$ cat src/rtl/vram_text_scan.sv
// vram_text_scan: video-side scanner for a 64x32 character text buffer.
// Counts pixels/lines, fetches characters from VRAM, looks up glyph rows in
// a synchronous font ROM and serialises them MSB-first into a mono pixel
// stream with de/hsync/vsync/frame_start. Every output lags the counters by
// three clocks.
// Optional build macro: VRAM_TEXT_SCAN_CURSOR_EN (blinking underline cursor).
module vram_text_scan #(
    parameter int unsigned H_ACTIVE = 512,
    parameter int unsigned H_FP     = 80,
    parameter int unsigned H_SYNC   = 96,
    parameter int unsigned H_BP     = 112,
    parameter int unsigned V_ACTIVE = 256,
    parameter int unsigned V_FP     = 122,
    parameter int unsigned V_SYNC   = 2,
    parameter int unsigned V_BP     = 145,
    parameter logic        SYNC_POL = 1'b0
) (
    input  logic        clk,
    input  logic        reset_n,
    input  logic [4:0]  scroll_row,
    output logic [10:0] vram_addr,
    input  logic [7:0]  vram_q,
    output logic [10:0] font_addr,
    input  logic [7:0]  font_q,
    output logic        pixel,
    output logic        de,
    output logic        hsync,
    output logic        vsync,
    output logic        frame_start
`ifdef VRAM_TEXT_SCAN_CURSOR_EN
    ,
    input  logic [10:0] cursor_pos,
    input  logic        cursor_on
`endif
);

    localparam int unsigned H_TOTAL = H_ACTIVE + H_FP + H_SYNC + H_BP;
    localparam int unsigned V_TOTAL = V_ACTIVE + V_FP + V_SYNC + V_BP;

    localparam logic [9:0] H_ACT_L  = 10'(H_ACTIVE);
    localparam logic [9:0] H_LAST   = 10'(H_TOTAL - 1);
    localparam logic [9:0] HS_START = 10'(H_ACTIVE + H_FP);
    localparam logic [9:0] HS_END   = 10'(H_ACTIVE + H_FP + H_SYNC);
    localparam logic [9:0] V_ACT_L  = 10'(V_ACTIVE);
    localparam logic [9:0] V_LAST   = 10'(V_TOTAL - 1);
    localparam logic [9:0] VS_START = 10'(V_ACTIVE + V_FP);
    localparam logic [9:0] VS_END   = 10'(V_ACTIVE + V_FP + V_SYNC);

    logic [9:0]  hcnt_q, hcnt_d;
    logic [9:0]  vcnt_q, vcnt_d;
    logic [4:0]  scroll_q, scroll_d;
    logic [10:0] addr_hold_q, addr_hold_d;
    logic [2:0]  vline1_q, vline1_d;
    logic [2:0]  de_p_q, de_p_d;
    logic [2:0]  hs_p_q, hs_p_d;
    logic [2:0]  vs_p_q, vs_p_d;
    logic [2:0]  fs_p_q, fs_p_d;
    logic [1:0]  ld_p_q, ld_p_d;
    logic [7:0]  shift_q, shift_d;

    logic        frame_origin;
    logic        line_last;
    logic        frame_last;
    logic        active;
    logic        load0;
    logic        hs_raw;
    logic        vs_raw;
    logic [4:0]  scroll_eff;
    logic [4:0]  text_row;
    logic [7:0]  glyph;

`ifdef VRAM_TEXT_SCAN_CURSOR_EN
    logic [4:0]  frame_cnt_q, frame_cnt_d;
    logic [1:0]  cur_p_q, cur_p_d;
    logic        cur_hit0;
`endif

    // Raster counters: hcnt wraps every line, vcnt advances on each hcnt wrap.
    always_comb begin
        line_last  = (hcnt_q == H_LAST);
        frame_last = line_last && (vcnt_q == V_LAST);
        hcnt_d     = hcnt_q + 10'd1;
        vcnt_d     = vcnt_q;
        if (line_last) begin
            hcnt_d = '0;
            vcnt_d = (vcnt_q == V_LAST) ? '0 : vcnt_q + 10'd1;
        end
    end

    // Stage 0: scroll latch, active window, VRAM address and raw sync timing.
    always_comb begin
        frame_origin = (hcnt_q == '0) && (vcnt_q == '0);
        // The origin cycle already fetches with the freshly sampled scroll so
        // the whole frame, including its first cell, uses one scroll value.
        scroll_eff   = frame_origin ? scroll_row : scroll_q;
        scroll_d     = scroll_eff;
        active       = (hcnt_q < H_ACT_L) && (vcnt_q < V_ACT_L);
        text_row     = vcnt_q[7:3] + scroll_eff;
        vram_addr    = active ? {text_row, hcnt_q[8:3]} : addr_hold_q;
        addr_hold_d  = vram_addr;
        load0        = active && (hcnt_q[2:0] == 3'd0);
        hs_raw       = (hcnt_q >= HS_START) && (hcnt_q < HS_END);
        vs_raw       = (vcnt_q >= VS_START) && (vcnt_q < VS_END);
    end

    // Stages 1..3: font address, alignment pipelines and the pixel shifter.
    always_comb begin
        vline1_d  = vcnt_q[2:0];
        font_addr = {vram_q, vline1_q};
        de_p_d    = {de_p_q[1:0], active};
        hs_p_d    = {hs_p_q[1:0], hs_raw};
        vs_p_d    = {vs_p_q[1:0], vs_raw};
        fs_p_d    = {fs_p_q[1:0], frame_origin};
        ld_p_d    = {ld_p_q[0], load0};
        glyph     = font_q;
`ifdef VRAM_TEXT_SCAN_CURSOR_EN
        cur_hit0    = active && cursor_on && (vcnt_q[2:1] == 2'b11) &&
                      ({vcnt_q[7:3], hcnt_q[8:3]} == cursor_pos);
        cur_p_d     = {cur_p_q[0], cur_hit0};
        // Advances as each new frame begins, so frame N after reset sees N.
        frame_cnt_d = frame_last ? frame_cnt_q + 5'd1 : frame_cnt_q;
        if (cur_p_q[1] && frame_cnt_q[4]) begin
            glyph = '1;
        end
`endif
        if (ld_p_q[1]) begin
            shift_d = de_p_q[1] ? glyph : '0;
        end else begin
            shift_d = {shift_q[6:0], 1'b0};
        end
    end

    // Output decode from the third pipeline stage.
    always_comb begin
        de          = de_p_q[2];
        pixel       = shift_q[7] && de_p_q[2];
        hsync       = hs_p_q[2] ? SYNC_POL : ~SYNC_POL;
        vsync       = vs_p_q[2] ? SYNC_POL : ~SYNC_POL;
        frame_start = fs_p_q[2];
    end

    // State registers, asynchronously cleared.
    always_ff @(posedge clk or negedge reset_n) begin
        if (!reset_n) begin
            hcnt_q      <= '0;
            vcnt_q      <= '0;
            scroll_q    <= '0;
            addr_hold_q <= '0;
            vline1_q    <= '0;
            de_p_q      <= '0;
            hs_p_q      <= '0;
            vs_p_q      <= '0;
            fs_p_q      <= '0;
            ld_p_q      <= '0;
            shift_q     <= '0;
`ifdef VRAM_TEXT_SCAN_CURSOR_EN
            frame_cnt_q <= '0;
            cur_p_q     <= '0;
`endif
        end else begin
            hcnt_q      <= hcnt_d;
            vcnt_q      <= vcnt_d;
            scroll_q    <= scroll_d;
            addr_hold_q <= addr_hold_d;
            vline1_q    <= vline1_d;
            de_p_q      <= de_p_d;
            hs_p_q      <= hs_p_d;
            vs_p_q      <= vs_p_d;
            fs_p_q      <= fs_p_d;
            ld_p_q      <= ld_p_d;
            shift_q     <= shift_d;
`ifdef VRAM_TEXT_SCAN_CURSOR_EN
            frame_cnt_q <= frame_cnt_d;
            cur_p_q     <= cur_p_d;
`endif
        end
    end

endmodule
$ cat config.mk
export PLATFORM = sky130hd
export DESIGN_NAME = vram_text_scan
export DESIGN_NICKNAME = d
export VERILOG_FILES = /design/src/rtl/vram_text_scan.sv
export SDC_FILE = /design/constraint.sdc
export NUM_CORES = 1
export LEC_CHECK = 0
export CELL_PAD_IN_SITES_DETAIL_PLACEMENT = 0
export CELL_PAD_IN_SITES_GLOBAL_PLACEMENT = 2
export CORE_ASPECT_RATIO = 1.5
export CORE_MARGIN = 5
export CORE_UTILIZATION = 33
export CTS_CLUSTER_SIZE = 28
export DETAILED_ROUTE_END_ITERATION = 8
export MAX_ROUTING_LAYER = met4
export PLACE_DENSITY = 0.9
export SLEW_MARGIN = 20
export SYNTH_ARGS = -nofsm -noshare
export SYNTH_HDL_FRONTEND = slang
export SYNTH_SLANG_ARGS = --single-unit
$ cat constraint.sdc
create_clock -name clk -period 5.45 [get_ports clk]
set_clock_uncertainty 0.2 [all_clocks]
set_input_delay 0.8175 -clock clk [delete_from_list [all_inputs] [get_ports clk]]
set_output_delay 0.8175 -clock clk [all_outputs]
set_load 0.01 [all_outputs]
==> impl_metrics.toml <==
[outcome]
outcome = "complete, no violations"

[grt]
grt_start_max_net_pins = 62
antenna_found_initial = 0
grt_pass1_wl_um = 8890
grt_usage_pct = 11.6
grt_pass1_vias = 1871
grt_overflow = 0

[synth]
async_flop_share_pct = 100
synth_nets = 286
yosys_warnings = 0
ys.flop_type = "dfrtp_1"
syn_area_per_cell_um2 = 10.5
yosysSeqAreaShare_pct = 57.6
synth_cells = 253
synth_seq_cells = 61
syn_area_um2 = 2650
synth_edf_count = 0
ys_types = 39

[power]
peakVddDrop_mv = 0.165
clockPowerShare_pct = 52.7
p_sw_uw = 190
p_leak_uw = 0.00152
switching_share_pct = 18.3
p_int_uw = 850
seqPwrFrac_pct = 44.2
p_comb_share_pct = 3.1
p_total_uw = 1040
cellPowerDensity_nw_per_um2 = 310

[placed_design]
hpwl_um = 3580
portBuffers = 33
gp_congestion = 0.776

[detailed_routing]
vias_per_cell = 4.64
first_pass_iters = 4
drc = 0
drtIter0Drc = 53
drtAntennaViolNets = 0
detail_route.wl_per_cell_um = 12.9
wl_um = 5090
routed-via-count = 1830

[final_layout]
final_common_cell = "dfrtp_1"
multi_input_area_um2 = 956
final_cell_mix = "61 x dfrtp_1, 45 x nand2_1, 31 x clkdlybuf4s50_1"
area_growth_pct = 26.3
seq_area_um2 = 1530
drive_above_1_share_pct = 10.4
n_fill_cell = 786
nNetsFinal = 318
n_antenna_cell = 0

[timing]
final_max_slew_viol_count = 0
fin_crit_ns = 5.23
setup_tns_ns = 0
tightest_slew_ns = 0.753
rsz0062_at_grt = "false"
hold_viol = 0
fin_crit_sh_pct = 95.9
setup_viol = 0
slew_headroom_pct = 49.8
timing.fmax_mhz = 191

[clocking]
cts_max_path_buffers = 2
cts_buffers = 9
htree_levels = 3
root_buffer = "clkbuf_16"
worstSkewPairLatency_ns = 0.32
path_clk_slew_ns = 0.05
cts_tree = "done"
cts_hold_buf = 0
clock-sinks = 61

[floorplan]
io_pins = 50
die-area_um2 = 9960
die_h_um = 120
start_util_pct = 33.5
die_w_um = 83.2
core_area_um2 = 7910
rows = 40

[critical_path]
slowest_delay_ns = 0.52
cp-end-kind = "primary output"
crit_family = "simple AND/OR/NAND/NOR gates"
r2r_start = "vcnt_q[1]"
crit_chain = "inv_1 > ha_1 > or4b_4 > or4_4 > or2_0 > mux2_2 > ha_1 > fa_2 > a21o_1 > a21oi_2 > xnor2_1 > nor2_1 > a221o_1 > dlygate4sd2_1"
worstSetupPathType = "reg2out"
worstPathArrival_ns = 4.21
slowest_stage = "or4_4"
crit_fanout = 3
worst-path-buf-inv = 2
crit_start = "vcnt_q[1]"
worstPathRequired_ns = 4.43
start_kind = "flip-flop"
critPathMostFrequentCell = "ha_1"

[min_path]
hp-start = "de_p_q[0]"
hold_path.class = "reg2reg"

[job]
cap_violations = 0
final timing paths:
check                                  endpoint  slack (ns)  depth (start not counted)
max in group asynchronous             fs_p_q[2]        4.10                          2
worst min register to register        de_p_q[1]        0.14                          0
worst max-delay path              vram_addr[10]        0.22                         14
worst max register to register  addr_hold_q[10]        1.53                         13
worst min-delay path                  de_p_q[1]        0.14                          0
min in group asynchronous             hs_p_q[2]        0.45                          2
kinds of logic (layout without fill, tap and decap cells):
group           Yosys count  after routing  share of synthesized area, %
compound gates           31             31                          6.70
fa+ha+maj                10             10                          5.00
simple gates             98             98                          17.9
buf+inv                  36             72                          6.80
mux                       4              4                          1.70
flops                    61             61                          57.6
xor+xnor                 13             13                          4.30
area by class of cell:
type                    count  share of cell area, %
inverters                  17                   1.91
well taps                 105                   3.92
multi-input cells         156                   28.6
clock inverters             1                  0.897
repair buffers             40                   11.2
flip-flops and latches     61                   45.6
clock buffers              14                   7.88
metrics by stage:
| stage | area (µm²) | utilization (%) | setup WS [ns] | hold slack (ns) | instances |
|---|---|---|---|---|---|
| floorplan | 2650 | - | 0.751 | 0.131 | 253 |
| global placement | 3050 | 38.6 | 0.311 | 0.132 | 379 |
| detailed placement | 3050 | 38.6 | 0.251 | 0.135 | 379 |
| CTS | 3340 | 42.3 | 0.0897 | 0.146 | 394 |
| global route | 3350 | 42.3 | 0.0339 | 0.148 | 394 |
| finish | 3350 | 42.3 | 0.222 | 0.144 | 394 |
repair_timing:
item,4_1_cts,5_1_grt
gates cloned,0,0
endpoints found under the setup margin,1,1
buffers inserted,0,0
hold endpoints to repair,0,0
resized for setup,1,2
registers in the layout, indices dropped and copies added, names as in the netlist:
signal / flops
de_p_q: 3
scroll_q: 5
addr_hold_q: 11
vcnt_q: 10
fs_p_q: 3
vs_p_q: 3
hs_p_q: 3
vline1_q: 3
shift_q: 8
ld_p_q: 2
hcnt_q: 10
Yosys cell counts (all sizes together) (4+ instances only):
library cell / n / area (µm²)
o21ai: 21 / 105
nor3: 5 / 25.0
buf: 10 / 82.6
nand2b: 4 / 25.0
nand2: 45 / 169
nand3: 8 / 40.0
xor2: 6 / 52.6
inv: 16 / 60.1
ha: 9 / 113
xnor2: 7 / 61.3
clkbuf: 9 / 33.8
nand4: 5 / 31.3
nor2: 14 / 52.6
mux2: 4 / 45.0
dfrtp: 61 / 1530
layer usage:
metal / vias to the layer above / GRT usage, % / part of all wire, %
met5: - / - / 0
met4: 0 / 5.52 / 2.2
met3: 11 / 4.46 / 5.2
met2: 40 / 18.4 / 49
met1: 876 / 12.8 / 43
li1: 903 / - / -
power groups by stage:
stage | registers (µW) | clock network [µW] | logic [µW]
final | 460 | 548 | 32.3
after global routing | 459 | 585 | 36.9
after CTS | 459 | 564 | 33.6
after detailed placement | 467 | 0 | 33.5
after global placement | 467 | 0 | 33.5
after floorplan | 466 | 0 | 14.1
(Power assumes the default switching activity.)
